File: config.mk
export PLATFORM = sky130hd
export DESIGN_NAME = load_store_unit
export DESIGN_NICKNAME = d
export VERILOG_FILES = /design/src/rtl/load_store_unit.sv
export SDC_FILE = /design/constraint.sdc
export NUM_CORES = 1
export LEC_CHECK = 0
export CORE_MARGIN = 1.5
export CORE_UTILIZATION = 42
export DETAILED_ROUTE_END_ITERATION = 8
export PLACE_DENSITY = 0.76
export SYNTH_ARGS = -nofsm -noshare
export SYNTH_HDL_FRONTEND = slang
export SYNTH_SLANG_ARGS = --single-unit
File: constraint.sdc
create_clock -name clk -period 2.05 [get_ports clk]
set_input_delay 0.3075 -clock clk [delete_from_list [all_inputs] [get_ports clk]]
set_output_delay 0.3075 -clock clk [all_outputs]
set_load 0.01 [all_outputs]
File: src/rtl/load_store_unit.sv
// load_store_unit -- RV32I memory stage.
//
// Accepts one load/store at a time from the core and runs it against a data
// memory. The memory has a valid/ready request channel and an rvalid response
// channel. Load data is sign- or zero-extended and handed to write-back.
// The PC and register file are held off through the stall output while busy.
//
// FSM: IDLE -> ISSUE -> (WAIT, loads only) -> RESP -> IDLE.
// Illegal or trapped requests go straight from IDLE to RESP with no memory access.
//
// Parameters
//   MEM_TIMEOUT  number of WAIT cycles before a load is abandoned with
//                resp_err; 0 means wait forever.
// Build option
//   MISALIGN_TRAP_EN  when defined, these accesses trap instead of touching memory:
//                     misaligned LH/LHU/SH/LW/SW.
//                     When undefined, halfword/word addresses are silently aligned
//                     down and resp_misalign stays 0.
//
// Ports
//   clk, reset                      clock (rising edge), synchronous active-high reset
//   req_valid/req_ready             request handshake from the core
//   req_is_store/req_funct3         access kind (RV32I funct3 encoding)
//   req_addr/req_wdata              byte address, store data (rs2)
//   stall                           hold PC/regfile
//   resp_valid/resp_rdata           completion pulse, extended load data (held)
//   resp_err/resp_misalign          error qualifiers, valid with resp_valid
//   mem_valid/mem_ready             memory request handshake
//   mem_we/mem_addr/mem_wstrb/
//   mem_wdata                       word-aligned request, byte lanes, replicated data
//   mem_rvalid/mem_rdata            memory read response
module load_store_unit #(
    parameter int unsigned MEM_TIMEOUT = 255
) (
    input  logic        clk,
    input  logic        reset,
    input  logic        req_valid,
    output logic        req_ready,
    input  logic        req_is_store,
    input  logic [2:0]  req_funct3,
    input  logic [31:0] req_addr,
    input  logic [31:0] req_wdata,
    output logic        stall,
    output logic        resp_valid,
    output logic [31:0] resp_rdata,
    output logic        resp_err,
    output logic        resp_misalign,
    output logic        mem_valid,
    input  logic        mem_ready,
    output logic        mem_we,
    output logic [31:0] mem_addr,
    output logic [3:0]  mem_wstrb,
    output logic [31:0] mem_wdata,
    input  logic        mem_rvalid,
    input  logic [31:0] mem_rdata
);

    localparam logic [1:0] S_IDLE  = 2'd0;
    localparam logic [1:0] S_ISSUE = 2'd1;
    localparam logic [1:0] S_WAIT  = 2'd2;
    localparam logic [1:0] S_RESP  = 2'd3;

    logic [1:0]  state_q, state_d;
    logic        is_store_q, is_store_d;
    logic [2:0]  funct3_q, funct3_d;
    logic [1:0]  off_q, off_d;
    logic [31:0] cnt_q, cnt_d;

    logic        mem_valid_q, mem_valid_d;
    logic        mem_we_q, mem_we_d;
    logic [31:0] mem_addr_q, mem_addr_d;
    logic [3:0]  mem_wstrb_q, mem_wstrb_d;
    logic [31:0] mem_wdata_q, mem_wdata_d;

    logic        resp_valid_q, resp_valid_d;
    logic [31:0] resp_rdata_q, resp_rdata_d;
    logic        resp_err_q, resp_err_d;
    logic        resp_mis_q, resp_mis_d;

    // ---------------------------------------------------------------
    // Request decode (evaluated on the incoming request in IDLE)
    // ---------------------------------------------------------------
    logic        f3_illegal;
    logic        req_mis;
    logic [3:0]  req_strb;
    logic [31:0] req_wrep;

    always_comb begin
        unique case (req_funct3)
            3'b000, 3'b001, 3'b010: f3_illegal = 1'b0;
            3'b100, 3'b101:         f3_illegal = req_is_store;  // no unsigned stores
            default:                f3_illegal = 1'b1;
        endcase
    end

`ifdef MISALIGN_TRAP_EN
    // funct3[1:0] is the size code for every legal encoding (01 half, 10 word).
    assign req_mis = !f3_illegal &&
                     ((req_funct3[1:0] == 2'b01 && req_addr[0]) ||
                      (req_funct3[1:0] == 2'b10 && req_addr[1:0] != 2'b00));
`else
    assign req_mis = 1'b0;
`endif

    // Store data is replicated into every lane; wstrb selects the live bytes.
    always_comb begin
        unique case (req_funct3[1:0])
            2'b00: begin
                req_strb = 4'b0001 << req_addr[1:0];
                req_wrep = {4{req_wdata[7:0]}};
            end
            2'b01: begin
                req_strb = 4'b0011 << {req_addr[1], 1'b0};
                req_wrep = {2{req_wdata[15:0]}};
            end
            default: begin
                req_strb = 4'b1111;
                req_wrep = req_wdata;
            end
        endcase
    end

    // ---------------------------------------------------------------
    // Load data extraction (uses the latched offset and funct3)
    // ---------------------------------------------------------------
    logic [31:0] rd_shb, rd_shh, ld_ext;
    logic [7:0]  ld_b;
    logic [15:0] ld_h;

    assign rd_shb = mem_rdata >> {off_q, 3'b000};
    assign rd_shh = mem_rdata >> {off_q[1], 4'b0000};
    assign ld_b   = rd_shb[7:0];
    assign ld_h   = rd_shh[15:0];

    always_comb begin
        unique case (funct3_q)
            3'b000:  ld_ext = {{24{ld_b[7]}}, ld_b};
            3'b001:  ld_ext = {{16{ld_h[15]}}, ld_h};
            3'b100:  ld_ext = {24'h0, ld_b};
            3'b101:  ld_ext = {16'h0, ld_h};
            default: ld_ext = mem_rdata;
        endcase
    end

    // ---------------------------------------------------------------
    // Next-state logic
    // ---------------------------------------------------------------
    always_comb begin
        state_d      = state_q;
        is_store_d   = is_store_q;
        funct3_d     = funct3_q;
        off_d        = off_q;
        cnt_d        = cnt_q;
        mem_valid_d  = mem_valid_q;
        mem_we_d     = mem_we_q;
        mem_addr_d   = mem_addr_q;
        mem_wstrb_d  = mem_wstrb_q;
        mem_wdata_d  = mem_wdata_q;
        resp_valid_d = 1'b0;
        resp_rdata_d = resp_rdata_q;
        resp_err_d   = resp_err_q;
        resp_mis_d   = resp_mis_q;

        unique case (state_q)
            S_IDLE: begin
                if (req_valid) begin
                    is_store_d = req_is_store;
                    funct3_d   = req_funct3;
                    off_d      = req_addr[1:0];
                    if (f3_illegal || req_mis) begin
                        state_d      = S_RESP;
                        resp_valid_d = 1'b1;
                        resp_err_d   = 1'b1;
                        resp_mis_d   = req_mis;
                        resp_rdata_d = 32'h0;
                    end else begin
                        state_d     = S_ISSUE;
                        mem_valid_d = 1'b1;
                        mem_we_d    = req_is_store;
                        mem_addr_d  = {req_addr[31:2], 2'b00};
                        mem_wstrb_d = req_is_store ? req_strb : 4'b0000;
                        mem_wdata_d = req_is_store ? req_wrep : 32'h0;
                    end
                end
            end
            S_ISSUE: begin
                // Request fields stay frozen until the memory takes them.
                if (mem_ready) begin
                    mem_valid_d = 1'b0;
                    if (is_store_q) begin
                        state_d      = S_RESP;
                        resp_valid_d = 1'b1;
                        resp_err_d   = 1'b0;
                        resp_mis_d   = 1'b0;
                        resp_rdata_d = 32'h0;
                    end else begin
                        state_d = S_WAIT;
                        cnt_d   = 32'h0;
                    end
                end
            end
            S_WAIT: begin
                // Data arriving on the last allowed cycle still wins over timeout.
                if (mem_rvalid) begin
                    state_d      = S_RESP;
                    resp_valid_d = 1'b1;
                    resp_err_d   = 1'b0;
                    resp_mis_d   = 1'b0;
                    resp_rdata_d = ld_ext;
                end else if (MEM_TIMEOUT != 0 && cnt_q == MEM_TIMEOUT - 1) begin
                    state_d      = S_RESP;
                    resp_valid_d = 1'b1;
                    resp_err_d   = 1'b1;
                    resp_mis_d   = 1'b0;
                    resp_rdata_d = 32'h0;
                end else begin
                    cnt_d = cnt_q + 32'h1;
                end
            end
            default: begin  // S_RESP
                state_d = S_IDLE;
            end
        endcase
    end

    // ---------------------------------------------------------------
    // State registers
    // ---------------------------------------------------------------
    always_ff @(posedge clk) begin
        if (reset) begin
            state_q      <= S_IDLE;
            is_store_q   <= 1'b0;
            funct3_q     <= 3'b000;
            off_q        <= 2'b00;
            cnt_q        <= 32'h0;
            mem_valid_q  <= 1'b0;
            mem_we_q     <= 1'b0;
            mem_addr_q   <= 32'h0;
            mem_wstrb_q  <= 4'h0;
            mem_wdata_q  <= 32'h0;
            resp_valid_q <= 1'b0;
            resp_rdata_q <= 32'h0;
            resp_err_q   <= 1'b0;
            resp_mis_q   <= 1'b0;
        end else begin
            state_q      <= state_d;
            is_store_q   <= is_store_d;
            funct3_q     <= funct3_d;
            off_q        <= off_d;
            cnt_q        <= cnt_d;
            mem_valid_q  <= mem_valid_d;
            mem_we_q     <= mem_we_d;
            mem_addr_q   <= mem_addr_d;
            mem_wstrb_q  <= mem_wstrb_d;
            mem_wdata_q  <= mem_wdata_d;
            resp_valid_q <= resp_valid_d;
            resp_rdata_q <= resp_rdata_d;
            resp_err_q   <= resp_err_d;
            resp_mis_q   <= resp_mis_d;
        end
    end

    // ---------------------------------------------------------------
    // Outputs
    // ---------------------------------------------------------------
    assign req_ready = (state_q == S_IDLE) && !reset;
    assign stall     = !reset && ((state_q == S_ISSUE) || (state_q == S_WAIT) ||
                                  (state_q == S_IDLE && req_valid));

    assign mem_valid     = mem_valid_q;
    assign mem_we        = mem_we_q;
    assign mem_addr      = mem_addr_q;
    assign mem_wstrb     = mem_wstrb_q;
    assign mem_wdata     = mem_wdata_q;
    assign resp_valid    = resp_valid_q;
    assign resp_rdata    = resp_rdata_q;
    assign resp_err      = resp_err_q;
    assign resp_misalign = resp_mis_q;

endmodule

After elaboration in Yosys (flattened, before gate mapping):

Cells that the tools add are included.
Widths: inputs -> output; s select.

* bitwise gates (word level): 1
* shift-type cells: 4
* $add $sub $neg: 1
* reductions and logical operators: 21
* muxes and demuxes: 48
* equality and inequality tests: 20

Operators by type and width (count)
* $mux 32: 11
* $pmux 32 s2: 2
* $pmux 32 s4: 1
* $pmux 32 s3: 1
* $add 32x1->32 const B: 1
* $eq 32x8->1 const B: 1
* $shr 32x5->16: 1
* $shr 32x5->8: 1
* $mux 1: 20
* $ne 2x2->1 const B: 8
* $eq 3x3->1 const B: 4
* $mux 2: 5
* $pmux 1 s3: 3
* $pmux 4 s2: 1
* $eq 3x1->1 const B: 2
* $logic_not 3->1: 2
* $pmux 2 s3: 1
* $reduce_and 3->1: 2
* $reduce_and 6->1: 1
* $reduce_and 5->1: 1
* $eq 2x1->1 const B: 2
* $logic_not 2->1: 2
* $mux 4: 1
* $pmux 1 s2: 2
* other kinds (15): 19

* output and inout port bits: 107
* logic and storage cells: 109
* input port bits: 105
* flip-flop bits (word level): 143

Depth between registers and ports, before layout:

Gate-level depths: netlist of run 1.

* word-level depth: 6
* depth in mapped cells: 10
* mapped depth without buffers: 7

Worst setup path after synthesis of run 1:

Ideal clock, no wire load.

* kind: register to register
* from: register state_q[0]
* to: register cnt_q[10]
* clock period less this slack: 2.096 ns
* setup slack: -0.046 ns
* data arrival time: 1.958 ns
* library setup time: 0.138 ns
* path buffers: 3
* data required time: 1.912 ns
* cell stages (with the launch flop): 10
* path through: dfxtp_1 inv_1 ha_1 buf_2 and2_0 a211o_1 clkbuf_1 buf_2 o31ai_1 a21oi_2

* longest elaborated chain between the ends: 3
* elaborated cells between the ends (all ways): 9
* those cells by class: eq/ne (6); mux (1); reduce/logical (2)

RTL lines
* start: declaration: line 63 `logic [1:0] state_q, state_d;`
* start signal: assignment: line 246 `state_q <= state_d;`
* $eq 2x2->1 / $eq 2x1->1 (equally long branches): line 164 `unique case (state_q)`
* $ne 2x2->1 (no source line) / $reduce_bool 2->1 (equally long branches)
* $reduce_and 5->1 (no source line)
* end signal: assignment: line 250 `cnt_q <= cnt_d;`
* end: declaration: line 67 `logic [31:0] cnt_q, cnt_d;`

Parallel ways exist; a longest one is shown, timed or not.
A chain may end at the register's enable or synchronous reset.

Final worst setup path of run 1:

* from: register cnt_q[0]
* to: register cnt_q[24]

* longest elaborated chain between the ends: 4
* elaborated cells between the ends (all ways): 7
* those cells by class: add/sub (1); eq/ne (2); mux (3); reduce/logical (1)

RTL lines
* $add 32x1->32: line 217 `cnt_d = cnt_q + 32'h1;`
* $mux 32: line 210 `end else if (MEM_TIMEOUT != 0 && cnt_q == MEM_TIMEOUT - 1) begin`
* $mux 32: line 204 `if (mem_rvalid) begin`
* $pmux 32 s2: line 164

Parallel ways exist; a longest one is shown, timed or not. The select of a mux whose other input is x is not followed.

==> results.md, run 1 <==
- The run finished, with violations left.
- The checks that failed: negative setup slack.
- The last weighted congestion value of the routability-driven placer is 0.8214.
- Of the available clock period, the critical path in the final layout requires 1.047.
- Power spread over the standard cell area amounts to 902.4 nW/um^2.
- The clock tree skew after final layout is around 0.011 ns.
- The number of synthesized flops with an enable pin is 0.
- The most used flip-flop cell after synthesis is sky130_fd_sc_hd__dfxtp_1.
- The end-of-flow core utilization is 0.6670.
- The worst stage delay on the critical path is around 0.49 ns.
- The overall fraction of global-route tracks in use is 0.2462.
- Setup repair after global routing could not meet its margin everywhere.
- Together, buffers and inverters on the worst path number 3.
- In the final routed layout, each cell accounts on average for 16.95 um.
- After filler insertion, the fill cell instance count of the layout stands at 1303.
- The highest fanout seen on the critical path is 7.
- The deepest clock path buffer count is 2.
- The first detailed-routing pass took 5 iterations.
- The largest net degree at the start of global routing is 50.
- The final-report hold violation count is 0.
- Timing would allow up to 466.0 MHz.
- The total wire length is 21940 um.
- In this run, post-CTS hold repair placed 0 buffers.
- The signal on the critical path passes through inv_2, ha_4, or4b_4, nor4_4, and4_4, buf_12, clkbuf_16, nor4_1, mux2i_1.
- For the worst flop-to-flop path, the logic depth is 9.
- The count of inserted antenna diode cells is 0.
- After synthesis the cells add up to 6784 sq um.
- The maximum level of the CTS H-tree is 4.
- The core outline area is 15830 sq um.
- The die area is 16920 sq um.
- Setup violations remaining at the end of the flow were counted as 21.
- The setup TNS is -1.258 ns.
- The starting density of the core is 0.4286.
- The average cell area after synthesis is 8.375 sq um.
- The share of the Yosys chip area taken by registers is 0.4190.
- In the synthesized netlist the async set-or-reset flop fraction comes to 0.
- The die is ~130 um tall.
- The estimated wirelength of the detail-placed design is 14560 um.
- The required time of the critical path is 2.35 ns.
- The clock insertion delay at the later pin of the skew report is 0.42 ns.
- After clock tree synthesis, the clock-pin slew on the worst setup and hold paths is 0.06 ns.
- The number of slew-limit violations in the final report was 0.
- The startpoint identified for the worst hold timing path is reset.
- TritonCTS created 17 clock buffers.
- From synthesis to final layout, the design area changed by 55.61%.
- Across all layers, the routed design uses 7058 vias.
- Counting I/O delays and the setup requirement, the final critical path takes between 2 and 2.5 ns.
- Summing all multi-input logic gate instances after layout gives 3887 sq um.
- Dividing the detail-routed via count by the number of cells gives 5.454.
- Once layout is done, the placed cells without fillers occupy 10560 sq um.
- The startpoint kind of the worst setup timing path is a register.
- The analysis attributes to cell leakage a power of 3.740 nW.
- The initial DRC count is about 530.
- The site row count is 46.
- Synthesis produced 810 cells.
- Summing all placed instances gives a cell area of 9553 sq um.
- The number of max-capacitance violations reported is 0.
- Across all register-to-register paths, the minimum setup slack is -0.1 ns.
- The combined flip-flop and latch cell area is between 2000 and 3000 sq um.
- The via count of the first global-routing pass came to about 6.6k.
- The final setup slack of the worst path is -0.09570 ns.
- Counting distinct cell types in the post-synthesis netlist gives 57.
- TritonCTS built the clock tree.
- Across the VDD grid, the largest voltage drop is roughly 0.87 mV.
- The initial antenna violation count is 0.
- The min-delay analysis places its worst path in the category in -> reg.
- The worst hold path endpoint is cnt_q[0].
- The number of warnings reported in the yosys synthesis log is 0.
- The worst flop-to-flop path endpoint is cnt_q[24].
- The arrival time reported for the critical path endpoint is 2.44 ns.
- Synthesis inferred 142 register bits.
- The post-layout net count is approximately 1.2k.
- The total global routing overflow is 0.
- On the critical path, the stage with the largest delay is an instance of sky130_fd_sc_hd__or4b_4.
- The worst setup path is of the reg -> reg kind.
- In the final layout, the share of cells above drive strength 1 is 0.1967.
- The x dimension of the die is roughly 130 um.
- Counting tap cells, the placed design contains a total of approximately 1.3k instances.
- CTS placed an instance of sky130_fd_sc_hd__clkbuf_16 at the clock tree root.
- The number of nets with antenna violations after detailed routing is 0.
- The first global-routing pass estimated 32800 um of wire.
- The dominant delay contributor by cell family on the critical path is simple AND/OR/NAND/NOR gates.
- The sort of element at the end of the critical path is a register.
- The number of DRC violations after detailed routing is 0.
- Headroom to the max-slew limit came out at 0.4949.
- Overall power consumption after layout is estimated at 9.526 mW.
- The count of input and output buffers is 208.
- Leaving out filler cells and counting taps, the final layout contains 1294.
- The startpoint identified for the worst register-to-register timing path is cnt_q[0].
- Counting every sink on the clock net gives 142.
- The transition time of the tightest slew-check pin is 0.7549 ns.
- The number of cells on the worst hold path is 2.
- The number of top-level design ports is 212.
==> logic make-up (layout without fill, tap and decap cells) <==
| family | after synthesis | count (layout) | share of synthesized area |
|---|---|---|---|
| AO/OA/AOI/OAI | 181 | 181 | 0.1708 |
| XOR/XNOR | 1 | 1 | 0.001291 |
| adder cells (fa/ha/maj) | 6 | 6 | 0.01107 |
| buffers and inverters | 69 | 335 | 0.04629 |
| flip-flops | 142 | 142 | 0.4190 |
| multiplexers | 76 | 76 | 0.1186 |
| other | 1 | 3 | 0.0005528 |
| AND/OR/NAND/NOR | 334 | 334 | 0.2324 |
==> worst reg2reg max path: cells and delay by family (launching register included) <==
family	cells	cell delay [ns]
adder cells (fa/ha/maj)	1	0.13
buffers and inverters	3	0.33
flip-flops	1	0.32
multiplexers	1	0.12
AND/OR/NAND/NOR	4	1.14
==> report_power, final <==
| group | internal, mW | switching [mW] | total (mW) |
|---|---|---|---|
| logic | 1.62 | 1.68 | 3.30 |
| clock network | 1.84 | 1.29 | 3.14 |
| registers | 2.96 | 0.127 | 3.09 |
==> final cells by class <==
type / instances / area share
flip-flops and latches: 142 / 0.2702
repair buffers: 292 / 0.2756
clock inverters: 14 / 0.01482
inverters: 11 / 0.003911
clock buffers: 18 / 0.04160
well taps: 216 / 0.02560
multi-input cells: 601 / 0.3683
==> timing repair <==
action,CTS,global route
pin swaps,2,19
resized for setup,21,49
setup endpoints to repair,62,69
setup buffers,1,8
cloned,1,2
==> placed cells by master, fill, tap and decap left out, types with 6 or more instances in the layout <==
master                              n
sky130_fd_sc_hd__buf_12            12
sky130_fd_sc_hd__a21oi_2           14
sky130_fd_sc_hd__nor2_1            56
sky130_fd_sc_hd__mux2_2            25
sky130_fd_sc_hd__clkbuf_16         19
sky130_fd_sc_hd__mux2i_1           50
sky130_fd_sc_hd__or3_1             15
sky130_fd_sc_hd__o221ai_1           7
sky130_fd_sc_hd__buf_4             69
sky130_fd_sc_hd__or4_1              7
sky130_fd_sc_hd__nand3_1           13
sky130_fd_sc_hd__o21ai_0           36
sky130_fd_sc_hd__nand2_1          161
sky130_fd_sc_hd__a22oi_1           33
sky130_fd_sc_hd__nor4_1             9
sky130_fd_sc_hd__o31ai_1            8
sky130_fd_sc_hd__a21oi_1           51
sky130_fd_sc_hd__o2111ai_1          8
sky130_fd_sc_hd__inv_1              7
sky130_fd_sc_hd__clkdlybuf4s50_1  205
sky130_fd_sc_hd__nor4_2             6
sky130_fd_sc_hd__dfxtp_1          136
sky130_fd_sc_hd__nand4_1           11
sky130_fd_sc_hd__nor2b_1            6
==> how the worst max path moves through the flow <==
stage,startpoint,endpoint,cells after the start
2_1_floorplan,state_q[0],cnt_q[28],9
3_3_place_gp,mem_rdata[23],resp_rdata[25],6
3_5_place_dp,mem_rvalid,resp_rdata[29],6
4_1_cts,state_q[1],cnt_q[3],7
5_1_grt,cnt_q[0],cnt_q[24],9
6_report,cnt_q[0],cnt_q[24],9
==> registers in the layout, indices dropped and copies added, names as in the netlist <==
name / flops
resp_valid: 1
funct3_q: 3
state_q: 2
mem_we: 1
resp_rdata: 32
mem_wdata: 32
is_store_q: 1
mem_addr: 30
cnt_q: 32
mem_wstrb: 4
mem_valid: 1
resp_err: 1
off_q: 2
==> per-stage QoR <==
stage          hold slack, ns  worst slack, ns
2_1_floorplan          0.4432         -0.01788
3_3_place_gp           0.4395          -0.3117
3_5_place_dp           0.4450          -0.4397
4_1_cts                0.2175         -0.01934
5_1_grt                0.2327          -0.1682
6_report               0.2303         -0.09570
==> synthesized netlist by cell type, types with 2 or more instances <==
master | count | area, sq um
sky130_fd_sc_hd__a211o_1 | 3 | 26.28
sky130_fd_sc_hd__a211oi_1 | 2 | 15.01
sky130_fd_sc_hd__a21o_1 | 2 | 15.01
sky130_fd_sc_hd__a21oi_1 | 56 | 280.3
sky130_fd_sc_hd__a21oi_2 | 10 | 87.58
sky130_fd_sc_hd__a22oi_1 | 33 | 247.7
sky130_fd_sc_hd__a311oi_1 | 2 | 17.52
sky130_fd_sc_hd__a31oi_1 | 2 | 12.51
sky130_fd_sc_hd__and2_1 | 2 | 12.51
sky130_fd_sc_hd__and3_1 | 6 | 37.54
sky130_fd_sc_hd__and4_1 | 6 | 52.55
sky130_fd_sc_hd__buf_1 | 8 | 30.03
sky130_fd_sc_hd__buf_2 | 5 | 25.02
sky130_fd_sc_hd__buf_4 | 8 | 60.06
sky130_fd_sc_hd__clkbuf_1 | 35 | 131.4
sky130_fd_sc_hd__dfxtp_1 | 142 | 2843
sky130_fd_sc_hd__ha_1 | 6 | 75.07
sky130_fd_sc_hd__inv_1 | 10 | 37.54
sky130_fd_sc_hd__mux2_2 | 25 | 281.5
sky130_fd_sc_hd__mux2i_1 | 50 | 500.5
sky130_fd_sc_hd__nand2_1 | 162 | 608.1
sky130_fd_sc_hd__nand2b_1 | 4 | 25.02
sky130_fd_sc_hd__nand3_1 | 15 | 75.07
sky130_fd_sc_hd__nand4_1 | 11 | 68.82
sky130_fd_sc_hd__nand4b_1 | 3 | 26.28
sky130_fd_sc_hd__nor2_1 | 61 | 229.0
sky130_fd_sc_hd__nor2b_1 | 6 | 37.54
sky130_fd_sc_hd__nor3_1 | 2 | 10.01
sky130_fd_sc_hd__nor4_1 | 17 | 106.4
sky130_fd_sc_hd__nor4b_1 | 2 | 17.52
sky130_fd_sc_hd__nor4bb_1 | 2 | 20.02
sky130_fd_sc_hd__o2111ai_1 | 8 | 70.07
sky130_fd_sc_hd__o21ai_0 | 36 | 180.2
sky130_fd_sc_hd__o21ai_1 | 3 | 15.01
sky130_fd_sc_hd__o221ai_1 | 7 | 61.31
sky130_fd_sc_hd__o31ai_1 | 11 | 82.58
sky130_fd_sc_hd__o41ai_1 | 2 | 17.52
sky130_fd_sc_hd__or3_1 | 15 | 93.84
sky130_fd_sc_hd__or4_1 | 12 | 90.09
==> metal layers <==
| layer | vias to the layer above | share of wire | GRT usage |
|---|---|---|---|
| met5 | - | 0 | 0 |
| met4 | 0 | 0.024 | 0.09085 |
| met3 | 46 | 0.085 | 0.09717 |
| met2 | 261 | 0.47 | 0.3851 |
| met1 | 3337 | 0.42 | 0.3064 |
| li1 | 3414 | - | - |
(Power assumes the default switching activity.)
==> inputs of run 2 (changes only) <==
Settings changed: PLACE_DENSITY 0.76 to 0.73.
==> results.md, run 2 (synthesis results as in run 1) <==
- The via count of the first global-routing pass is about 6.5k.
- The core outline area is 15830 sq um.
- Dividing total power by cell area gives a power density of around 900 nW/um^2.
- The number of slew-limit violations in the final report is 0.
- 0 antenna diodes ended up in the layout.
- STA puts the critical path data required time at 2.40 ns.
- For the finished layout, the period the worst path requires is 2.069 ns.
- The number of cells on the worst hold path is 2.
- In the finished design, the share of the clock period the worst path needs comes to 1.009.
- The maximum level of the CTS H-tree is 4.
- For this run, the total global-route usage over all layers was measured as 0.2419.
- The overall die height is 130.1 um.
- At the end of routability-driven placement, the weighted congestion stood at approximately 0.85.
- The worst slew margin relative to its limit is 0.5437.
- The number of cells on the worst reg-to-reg path is 7.
- The first global-routing pass estimated 32260 um of wire.
- After floorplanning, the core was divided into 46 placement rows.
- The clock insertion delay at the later pin of the skew report is 0.43 ns.
- The relative area change from synthesis to final layout is 53.08%.
- TritonCTS built the clock tree.
- The post-layout net count is between 1k and 1.5k.
- The initial antenna violation count came to 0.
- The number of DRC violations after detailed routing is 0.
- The flow ran to the end, but the final reports show violations.
- The setup path with the least slack is of type reg -> reg.
- After routing the design area is a little over 10000 sq um.
- The startpoint kind of the worst setup timing path is a register.
- The most common library cell in the layout ignoring fill and taps is sky130_fd_sc_hd__clkdlybuf4s50_1.
- The switching portion of total power is 0.3351.
- Buffers inserted during clock tree synthesis total 17.
- Of the total power, combinational logic draws 0.348.
- The internal portion of the total power is 6.201 mW.
- The count of input and output buffers is 208.
- 212 I/O pins were placed.
- The share of layout cells above drive strength 1 is 0.1818.
- The checks that failed: negative setup slack.
- The top cell types in the final layout, fill and taps aside, are 205 x sky130_fd_sc_hd__clkdlybuf4s50_1, 161 x sky130_fd_sc_hd__nand2_1, 137 x sky130_fd_sc_hd__dfxtp_1.
- Detailed placement finished with a half-perimeter wire length of about 15000 um.
- The TritonCTS sink count is 142.
- The type of the worst min-delay path is in -> reg.
- After detailed placement, the total cell area comes to 9578 sq um.
- The sequential fraction of design power is 0.332.
- The power dissipated by switching net loads is 3.126 mW.
- After detailed routing, the number of vias per cell comes to 5.336.
- The total wire length is 20800 um.
- Setup violations remaining at the end of the flow were counted as 1.
- After routing, the total negative slack on setup checks comes to -0.01929 ns.
- The worst-case hold slack is approximately 0.17 ns.
- The largest net degree at the start of global routing is 42.
- In this run the worst path has a maximum fanout of 18.
- At the worst endpoint, the arrival time is 2.41 ns.
- The clock tree skew after final layout is 0.01177 ns.
- The total global routing overflow is 0.
- Based on the critical path, the design can be clocked at up to 483.3 MHz.
- IR analysis of the VDD net gives a maximum drop of between 0.6 and 0.7 mV.
- STA classifies the critical path endpoint as a register.
- The leakage power figure is 3.725 nW.
- Of the total power, the clock network draws 0.320.
- The transition time of the tightest slew-check pin is 0.6820 ns.
- The clock slew seen by the registers of the worst setup and hold paths is 0.06 ns.
- In this run the horizontal extent of the chip is 130.1 um.
- For this block, the initial DRC count from the detailed router was 447.
- The first detailed-routing pass ran for 5 iterations.
- The deepest clock path buffer count is 2.
- The hold-fix buffer count after cts is 0.
- CTS placed an instance of sky130_fd_sc_hd__clkbuf_16 at the clock tree root.
- The number of nets with antenna violations after detailed routing is 0.
- Across the run, the number of max-cap violations was 0.
- The starting density of the core is 0.4286.
- The die area is between 15000 and 20000 sq um.
- In the post-route analysis, the smallest setup slack over all paths is -0.01929 ns.
- For this block, the via count after detailed routing is 6905.
- The final-report hold violation count was 0.
- The routed length per instance is 16.08 um.
==> run 2: critical path: stages, from the launching register on <==
cell                      delay [ns]
sky130_fd_sc_hd__dfxtp_1        0.32
sky130_fd_sc_hd__nor4_1         0.37
sky130_fd_sc_hd__nand4_1        0.27
sky130_fd_sc_hd__o21ai_2        0.24
sky130_fd_sc_hd__buf_4          0.15
sky130_fd_sc_hd__and3_4         0.23
sky130_fd_sc_hd__buf_12         0.18
sky130_fd_sc_hd__mux2i_1        0.21
==> run 2: metal layers <==
metal	global-route usage	vias to the layer above	routed length, um
met3	0.09020	35	1744
met5	0	-	0
met4	0.09935	0	471
met1	0.3096	3220	8998
met2	0.3672	237	9589
li1	-	3413	-
==> run 2: power by group through the flow <==
stage	clock, mW	sequential, mW	combinational (mW)
3_3_place_gp	0	3.13	3.07
2_1_floorplan	0	3.19	1.68
5_1_grt	3.16	3.12	3.53
6_report	2.99	3.09	3.25
3_5_place_dp	0	3.14	3.08
4_1_cts	3.06	3.08	3.12
==> run 2: area by class of cell <==
| type | count | area (sq um) |
|---|---|---|
| fillers | 1318 | 5443 |
| multi-input cells | 601 | 3839 |
| flip-flops and latches | 142 | 2849 |
| repair buffers | 292 | 2818 |
| clock buffers | 17 | 425.4 |
| well taps | 216 | 270.3 |
| clock inverters | 15 | 140.1 |
| inverters | 11 | 43.79 |
==> run 2: worst paths after layout <==
kind         slack [ns]        endpoint         start
min                0.17       mem_valid         reset
max reg2reg       -0.02  resp_rdata[14]     cnt_q[20]
min reg2reg        0.45    mem_wstrb[1]  mem_wstrb[1]
max               -0.02  resp_rdata[14]     cnt_q[20]
==> run 2: repair_timing <==
item,4_1_cts,5_1_grt
setup endpoints to repair,53,85
pin swaps,2,9
gates resized for setup,14,43
endpoints found under the hold margin,0,0
buffers inserted,1,6
==> run 2: stage by stage <==
stage                       util  worst slack, ns  instances  power (mW)
final                     0.6561         -0.01929       1294       9.327
after global routing      0.6561         -0.05264       1294       9.806
after CTS                 0.6442        -0.008052       1289       9.263
after detailed placement  0.6051          -0.2015       1256       6.222
after global placement    0.6051          -0.1077       1256       6.203
after floorplan                -         -0.01788        812       4.869
